$ cat config.mk
export PLATFORM = sky130hd
export DESIGN_NAME = adder_issue_buffer
export DESIGN_NICKNAME = d
export VERILOG_FILES = /design/src/rtl/crackcore_pkg.sv /design/src/rtl/issue_fifo.sv /design/src/rtl/adder_issue_buffer.sv
export SDC_FILE = /design/constraint.sdc
export NUM_CORES = 1
export LEC_CHECK = 0
export ABC_AREA = 1
export ABC_CLOCK_PERIOD_IN_PS = 11300
export BUFFER_PORTS_ARGS = -buffer_cell sky130_fd_sc_hd__buf_2
export CAP_MARGIN = 20
export CORE_UTILIZATION = 45
export CTS_CLUSTER_SIZE = 16
export DETAILED_ROUTE_END_ITERATION = 10
export RECOVER_POWER = 25
export SLEW_MARGIN = 20
export SYNTH_ARGS = -nofsm -noshare
export SYNTH_HDL_FRONTEND = slang
export SYNTH_SLANG_ARGS = --single-unit
$ cat constraint.sdc
create_clock -name CLK -period 11.3 [get_ports CLK]
set_input_delay 3.39 -clock CLK [delete_from_list [all_inputs] [get_ports CLK]]
set_output_delay 3.39 -clock CLK [all_outputs]
set_load 0.01 [all_outputs]
$ cat src/rtl/crackcore_pkg.sv
// Shared CrackCore backend definitions for the adder issue path.
// Carries the physical-register width, the adder micro-op word layout and the
// field offsets used by dispatch, the adder issue buffer and the adder unit.
// Info word layout, MSB first:
//   {lui, auipc, addi, addiw, add, addw, sub, subw, pc[63:0], imm[63:0], rd0, rs1, rs2}
package crackcore_pkg;

    localparam int unsigned DEFAULT_RNBIT = 2;
    localparam int unsigned ADDER_OP_W    = 8;

    // Bit positions inside the op field (subw is the LSB of the op field).
    localparam int unsigned OP_SUBW  = 0;
    localparam int unsigned OP_SUB   = 1;
    localparam int unsigned OP_ADDW  = 2;
    localparam int unsigned OP_ADD   = 3;
    localparam int unsigned OP_ADDIW = 4;
    localparam int unsigned OP_ADDI  = 5;
    localparam int unsigned OP_AUIPC = 6;
    localparam int unsigned OP_LUI   = 7;

    // Helpers so units built with a non-default rename width share the layout.
    function automatic int unsigned preg_width(input int unsigned rnbit);
        return 5 + rnbit;
    endfunction

    function automatic int unsigned adder_info_width(input int unsigned pw);
        return ADDER_OP_W + 128 + 3 * pw;
    endfunction

    function automatic int unsigned rs2_lsb(input int unsigned pw);
        return 0 * pw;
    endfunction

    function automatic int unsigned rs1_lsb(input int unsigned pw);
        return pw;
    endfunction

    function automatic int unsigned rd0_lsb(input int unsigned pw);
        return 2 * pw;
    endfunction

    function automatic int unsigned imm_lsb(input int unsigned pw);
        return 3 * pw;
    endfunction

    function automatic int unsigned pc_lsb(input int unsigned pw);
        return 3 * pw + 64;
    endfunction

    function automatic int unsigned op_lsb(input int unsigned pw);
        return 3 * pw + 128;
    endfunction

    localparam int unsigned PREG_W       = preg_width(DEFAULT_RNBIT);
    localparam int unsigned ADDER_INFO_W = adder_info_width(PREG_W);
    localparam int unsigned RS2_LSB      = rs2_lsb(PREG_W);
    localparam int unsigned RS1_LSB      = rs1_lsb(PREG_W);
    localparam int unsigned RD0_LSB      = rd0_lsb(PREG_W);
    localparam int unsigned IMM_LSB      = imm_lsb(PREG_W);
    localparam int unsigned PC_LSB       = pc_lsb(PREG_W);
    localparam int unsigned OP_LSB       = op_lsb(PREG_W);

endpackage

$ cat src/rtl/issue_fifo.sv
// In-order issue FIFO with flush.
// Ports:
//   clk, rst_n : clock, asynchronous active-low reset
//   flush      : empties the FIFO at the next edge (priority over push/pop)
//   push/wdata : write one entry; caller must not push when full
//   pop/rdata  : rdata is the head entry; pop advances the read pointer
//   count      : number of stored entries
//   full/empty : occupancy flags
module issue_fifo #(
    parameter int unsigned DP = 4,
    parameter int unsigned DW = 8
) (
    input  logic                   clk,
    input  logic                   rst_n,
    input  logic                   flush,
    input  logic                   push,
    input  logic [DW-1:0]          wdata,
    input  logic                   pop,
    output logic [DW-1:0]          rdata,
    output logic [$clog2(DP):0]    count,
    output logic                   full,
    output logic                   empty
);

    localparam int unsigned AW = $clog2(DP);

    // One extra pointer bit distinguishes full from empty after wrap-around.
    logic [AW:0]   wr_ptr_q;
    logic [AW:0]   rd_ptr_q;
    logic [DW-1:0] mem_q [DP];

    always_ff @(posedge clk or negedge rst_n) begin
        if (!rst_n) begin
            wr_ptr_q <= '0;
            rd_ptr_q <= '0;
        end else if (flush) begin
            wr_ptr_q <= '0;
            rd_ptr_q <= '0;
        end else begin
            if (push) wr_ptr_q <= wr_ptr_q + 1'b1;
            if (pop)  rd_ptr_q <= rd_ptr_q + 1'b1;
        end
    end

    // Storage needs no reset: the pointers alone define which slots are live.
    always_ff @(posedge clk) begin
        if (push && !flush) mem_q[wr_ptr_q[AW-1:0]] <= wdata;
    end

    assign rdata = mem_q[rd_ptr_q[AW-1:0]];
    assign count = wr_ptr_q - rd_ptr_q;
    assign empty = (wr_ptr_q == rd_ptr_q);
    assign full  = (wr_ptr_q[AW] != rd_ptr_q[AW]) && (wr_ptr_q[AW-1:0] == rd_ptr_q[AW-1:0]);

endmodule

$ cat src/rtl/adder_issue_buffer.sv
// Adder-class issue buffer (lui, auipc, addi, addiw, add, addw, sub, subw).
// Accepts micro-ops from dispatch, holds them in program order and issues the
// head to the adder once its needed source registers have been written back.
// Ports:
//   CLK, RSTn                 : clock, asynchronous active-low reset
//   adder_issue_vaild/ready   : dispatch handshake
//   adder_issue_info          : micro-op word (layout in crackcore_pkg)
//   wbLog                     : written-back flag per physical register
//   flush                     : discards buffered and presented micro-ops
//   adder_execute_vaild/ready : handshake towards the adder
//   adder_execute_info        : registered copy of the issued micro-op
module adder_issue_buffer
    import crackcore_pkg::*;
#(
    parameter int unsigned DP    = 4,
    parameter int unsigned RNBIT = DEFAULT_RNBIT
) (
    input  logic                                   CLK,
    input  logic                                   RSTn,
    input  logic                                   adder_issue_vaild,
    output logic                                   adder_issue_ready,
    input  logic [ADDER_OP_W+128+3*(5+RNBIT)-1:0]  adder_issue_info,
    input  logic [32*(2**RNBIT)-1:0]               wbLog,
    input  logic                                   flush,
    output logic                                   adder_execute_vaild,
    input  logic                                   adder_execute_ready,
    output logic [ADDER_OP_W+128+3*(5+RNBIT)-1:0]  adder_execute_info
);

    localparam int unsigned PW   = preg_width(RNBIT);
    localparam int unsigned IW   = adder_info_width(PW);
    localparam int unsigned OPL  = op_lsb(PW);
    localparam int unsigned RS1L = rs1_lsb(PW);
    localparam int unsigned RS2L = rs2_lsb(PW);
    localparam int unsigned AW   = $clog2(DP);
    localparam logic [AW:0] DP_CNT = DP[AW:0];

    logic [IW-1:0] head;
    logic [AW:0]   fifo_count;
    logic          fifo_full;
    logic          fifo_empty;
    logic          push;
    logic          fire;
    logic [PW-1:0] rs1_idx;
    logic [PW-1:0] rs2_idx;
    logic          need_rs1;
    logic          need_rs2;
    logic          rs1_ok;
    logic          rs2_ok;
    logic          out_free;

    logic          exec_valid_q;
    logic [IW-1:0] exec_info_q;

    // Ready is taken from registered occupancy, so a pop in the same cycle
    // never frees a slot for a push while full.
    assign adder_issue_ready = (fifo_count < DP_CNT) & ~flush;
    assign push              = adder_issue_vaild & adder_issue_ready;

    issue_fifo #(
        .DP (DP),
        .DW (IW)
    ) u_fifo (
        .clk   (CLK),
        .rst_n (RSTn),
        .flush (flush),
        .push  (push),
        .wdata (adder_issue_info),
        .pop   (fire),
        .rdata (head),
        .count (fifo_count),
        .full  (fifo_full),
        .empty (fifo_empty)
    );

    // Source readiness of the head entry. Arch register 0 is hard-wired zero,
    // so it never waits regardless of its rename bits.
    assign rs1_idx  = head[RS1L +: PW];
    assign rs2_idx  = head[RS2L +: PW];
    assign need_rs1 = head[OPL + OP_ADDI] | head[OPL + OP_ADDIW] | head[OPL + OP_ADD]
                    | head[OPL + OP_ADDW] | head[OPL + OP_SUB]   | head[OPL + OP_SUBW];
    assign need_rs2 = head[OPL + OP_ADD]  | head[OPL + OP_ADDW]  | head[OPL + OP_SUB]
                    | head[OPL + OP_SUBW];
    assign rs1_ok   = ~need_rs1 | (rs1_idx[PW-1:RNBIT] == '0) | wbLog[rs1_idx];
    assign rs2_ok   = ~need_rs2 | (rs2_idx[PW-1:RNBIT] == '0) | wbLog[rs2_idx];

    assign out_free = ~exec_valid_q | adder_execute_ready;
    assign fire     = ~fifo_empty & rs1_ok & rs2_ok & out_free & ~flush;

    // Output register: info only changes on fire so it is stable while stalled.
    always_ff @(posedge CLK or negedge RSTn) begin
        if (!RSTn) begin
            exec_valid_q <= 1'b0;
            exec_info_q  <= '0;
        end else if (flush) begin
            exec_valid_q <= 1'b0;
        end else if (fire) begin
            exec_valid_q <= 1'b1;
            exec_info_q  <= head;
        end else if (adder_execute_ready) begin
            exec_valid_q <= 1'b0;
        end
    end

    assign adder_execute_vaild = exec_valid_q;
    assign adder_execute_info  = exec_info_q;

    // Occupancy flags come from the same pointers and must agree.
    full_consistent_a: assert property (@(posedge CLK) disable iff (!RSTn)
        fifo_full == (fifo_count == DP_CNT));

endmodule

---- Word-level counts from Yosys, hierarchy flattened ----
Memory sizes are Yosys's and may differ from the RTL's.
Cells that the tools add are included.
operators by class
  equality and inequality tests ........... 1
  bitwise logic cells ..................... 24
  order comparisons ....................... 3
  muxes and demuxes ....................... 13
  reductions and logical operators ........ 8
  add/sub/neg operators ................... 3
operator list
  kind                   count
  $lt A7 B8 Y1 const B   2
  $bmux W1 S7            2
  $or A1 B1 Y1           13
  $mux W3                4
  $logic_not A5 Y1       2
  $mux W1                7
  $add A3 B1 Y3 const B  2
  $and A1 B1 Y1          6
  $not A1 Y1             5
  $reduce_bool A2 Y1     2
  $eq A3 B3 Y1           1
  $lt A3 B3 Y1 const B   1
  $reduce_bool A3 Y1     1
  $sub A3 B3 Y3          1
  $reduce_and A2 Y1      1
  $logic_and A1 B1 Y1    1
  $logic_not A1 Y1       1
word-level totals
  register bits ........................... 164
  memories kept ........................... 1
  output and inout port bits .............. 159
  memory bits (writable) .................. 628
memory list
  memory        words  width  read ports  clocked after Yosys merged registers in  write ports  RTL line          text
  u_fifo.mem_q  4      157    1           0                                        1            issue_fifo.sv:30  logic [DW-1:0] mem_q [DP];

---- Depth between registers and ports, before layout ----
An unclocked memory read counts as a cell.
  depth after elaboration ................. 15
  mapped depth ............................ 25
  gate-level depth less buffers ........... 20

---- Cells and area by module ----
A second synthesis with hierarchy kept.
unflattened totals
  cell total of the unflattened synthesis .. 3848
  area, all modules ....................... 35929.5 µm²
by module, submodules not included
  module              cells each  area an instance (µm²)  instances
  issue_fifo          2521        26934.6                 1
  adder_issue_buffer  1327        8994.9                  1

---- Worst setup path after synthesis ----
OpenSTA, ideal clock, no wires.
  kind .................................... input to register
  from .................................... in flush
  to ...................................... reg u_fifo.wr_ptr_q[2]
  arrival time ............................ 11306 ps
  data required time ...................... 11172 ps
  path buffers ............................ 0
  path slack .............................. -133 ps
  library setup time ...................... 128 ps
  cell stages on the path ................. 7
  cell sequence ........................... inv_2 o21ai_0 a21oi_1 nand2_1 nor2_1 o21ai_0 a21oi_1
between the ends
  word-level cells in the longest chain between the ends .. 4
RTL lines
  element                              RTL line                  text
  start, declared                      adder_issue_buffer.sv:24  input logic flush,
  $not A1 Y1 (no source line)          --
  $and A1 B1 Y1                        adder_issue_buffer.sv:57  assign adder_issue_ready = (fifo_count < DP_CNT) & ~flush;
  net adder_issue_ready                adder_issue_buffer.sv:21  output logic adder_issue_ready,
  $and A1 B1 Y1                        adder_issue_buffer.sv:58  assign push = adder_issue_vaild & adder_issue_ready;
  $reduce_bool A2 Y1 (no source line)  --
  end signal, assigned                 issue_fifo.sv:40          if (push) wr_ptr_q <= wr_ptr_q + 1'b1;
  end, declared                        issue_fifo.sv:28          logic [AW:0] wr_ptr_q;
The timed path passes the listed nets, and every way through them passes these cells.
A chain may end at the register's enable or synchronous reset.

---- Final worst setup path ----
  from .................................... in flush
  to ...................................... out adder_issue_ready
between the ends
  word-level cells in the longest chain between the ends .. 2
RTL lines
  element                      RTL line
  $not A1 Y1 (no source line)  --
  $and A1 B1 Y1                adder_issue_buffer.sv:57
  end, declared                adder_issue_buffer.sv:21
No other way between the ends.

==> results.yml <==
status:
  outcome: "completed"
cells_and_area:
  layout.nets: 3579
  syn2layout_area_growth_pct: 16.74
  drive_gt1_share_pct: 15.82
  nFillCells: 6462
clocking:
  cts_sinks: 792
  cts_hold_buf: 0
  clk-insertion-delay-late_ns: 0.65
  cts_buffer_depth: 3
  clk_pin_slew_ns: 0.06
  cts_setup_buffers: 0
  tritoncts: "done"
  cts_buffers: 86
  root_buffer: "clkbuf_16"
  htree_levels: 3
  cts.repair.resized: 0
route:
  wl_per_cell_um: 22.32
  routedLengthMet1_um: 39490
  drcViolationCount: 0
  dr_wl_met2_um: 46200
  drt_iter0_drc: 2125
  ant_nets: 0
  top_layer: "met5"
  vias: 24670
  firstDrtPassIters: 6
  drt-total-wl_um: 96700
  wl_met3_um: 7546
  post_drt_via_cell_ratio: 5.694
timing:
  min_period_ns: 7.857
  hold_viol: 0
  final_max_slew_viol_count: 0
  whs_ns: 0.4652
  slew_headroom_pct: 26.65
  worst_pin_slew_ns: 1.100
  finalSetupViolations: 0
  rsz0062_at_grt: "no"
  fin_worst_skew_ns: 0.04825
  max_freq_mhz: 127.3
  final.setup.tns_ns: 0
  fin_crit_sh_pct: 69.53
  fin_ws_ns: 3.443
synth:
  ys_seq_elements: 792
  syn_area_mm2: 0.03306
  ys_top_cells_by_area: "edfxtp_1, dfrtp_1, nand2_1"
  netlist_top_cells_count: "edfxtp_1, nand2_1, nor2_1"
  yosys.area.top_type: "edfxtp_1"
  yosys_warnings: 0
  synth_top_cell_area_share_pct: 57.04
  ys_types: 35
  synthArstFlopShare_pct: 20.71
  syn_area_per_cell_um2: 11.28
  syn-num-nets: 3228
  synth-seq-area-share_pct: 69.46
  synthMostInstantiatedCell: "edfxtp_1"
  synth-edff-count: 628
  netlist_instances: 2931
  synthFlopType: "edfxtp_1"
critical_path:
  crit_required_ns: 7.91
  arrival_ns: 4.47
  worstSetupPathType: "input pin to primary output"
  crit_path_end_kind: "primary output"
  crit_path_max_fanout: 50
  critPathLaunchType: "input pin"
die:
  row_count: 99
  initial_core_util_pct: 45.39
  die_h_um: 273.0
  die-area_mm2: 0.07455
  coreArea_mm2: 0.07283
  dieWidth_um: 273.0
  pin_count: 449
global_routing:
  grt_pass1_vias: 24160
  grt_overflow: 0
  grt_max_degree: 209
  antenna_found_initial: 35
  grt.total_usage_pct: 25.39
  grt_pass1_wl_um: 143700
placed_design:
  io_buffer_count: 448
  pre_cts_ws_ns: 3.483
  gp_congestion: 0.9255
  dp_hpwl_um: 54980
power_and_ir_drop:
  power.density_mw_per_mm2: 237.5
  power.leakage_nw: 15.25
  peakVddDrop_mv: 0.1542
worst_hold_path:
  hold_path.class: "flop to flop"
run:
  cap_viol_max_count: 0
-- worst max-delay path: stages --
cell and delay (ns):
buf_2 0.12, inv_6 0.31, o21ai_0 0.16, a21oi_1 0.28, buf_2 0.20
-- cell usage in the layout (no fill, tap or decap), types with 5 or more instances in the layout --
cell / Yosys / layout
a21oi_1: 30 / 30
a32oi_1: 6 / 6
buf_2: 58 / 326
buf_4: 16 / 31
bufinv_16: 0 / 7
clkbuf_1: 121 / 144
clkbuf_16: 0 / 86
clkbuf_8: 0 / 11
clkinv_1: 4 / 7
clkinv_2: 0 / 21
dfrtp_1: 164 / 162
diode_2: 0 / 18
edfxtp_1: 628 / 628
ha_1: 7 / 7
inv_1: 69 / 69
nand2_1: 568 / 566
nand3_1: 208 / 208
nand3b_1: 12 / 12
nand4_1: 161 / 161
nor2_1: 339 / 335
nor2_4: 1 / 5
o211ai_1: 27 / 27
o21ai_0: 307 / 307
o21ai_1: 9 / 9
o22ai_1: 142 / 142
or2_2: 7 / 7
-- final timing paths --
path | from | endpoint | slack [ns] | cells past startpoint
worst max-delay path | flush | adder_issue_ready | 3.44 | 5
worst min-delay path | adder_execute_info[156] | adder_execute_info[156] | 0.47 | 2
worst max register to register | u_fifo.rd_ptr_q[1] | adder_execute_info[121] | 4.49 | 18
worst min register to register | adder_execute_info[156] | adder_execute_info[156] | 0.47 | 2
max in group asynchronous | RSTn | adder_execute_info[55] | 6.98 | 2
min in group asynchronous | RSTn | adder_execute_info[24] | 2.79 | 1
-- stage by stage --
stage / power (mW) / cells / cell area, µm² / utilization [%]
5_1_grt: 9.637 / 4327 / 38580 / 52.97
2_1_floorplan: 5.499 / 2931 / 33060 / -
3_5_place_dp: 6.404 / 4152 / 35780 / 49.12
4_1_cts: 9.221 / 4314 / 38670 / 53.10
3_3_place_gp: 6.342 / 4152 / 35780 / 49.12
6_report: 9.168 / 4333 / 38590 / 52.99
-- cell type report --
type,count,area [µm²],area share (%)
Tap cell,959,1200,3.109
Multi-Input combinational cell,1839,8751,22.67
Timing Repair Buffer,483,2421,6.273
Antenna cell,18,45.04,0.1167
Inverter,80,315.3,0.8170
Clock inverter,42,503.0,1.303
Clock buffer,120,2390,6.192
Sequential cell,792,22970,59.51
-- flip-flops by register name, summed over array words and instances (netlist names) --
| name | count |
|---|---|
| adder_execute_info | 157 |
| adder_execute_vaild | 1 |
| u_fifo.mem_q | 628 |
| u_fifo.rd_ptr_q | 3 |
| u_fifo.wr_ptr_q | 3 |
-- cells by family (layout without fill, tap and decap cells) --
logic type               count (synthesis)  in the layout  synth area share [%]
XOR/XNOR                                 2              2               0.05300
adder cells (fa/ha/maj)                  7              7                0.2649
flip-flops                             792            792                 69.46
other                                    0             18                     0
AO/OA/AOI/OAI                          523            523                 8.773
buffers and inverters                  300            725                 4.194
AND/OR/NAND/NOR                       1307           1307                 17.26
-- layer usage --
metal  track usage (%)  vias to the layer above
li1                  -                    11250
met1             32.73                    12190
met2             41.48                      970
met3             5.588                      229
met4             10.69                       28
met5                 0                        -
-- power by group --
group	internal (mW)	switching (mW)	leakage (nW)
sequential	3.61	0.202	7.77
combinational	0.741	1.80	6.06
clock	1.66	1.16	1.42
Note: power is estimated with default switching activity, not from simulation.
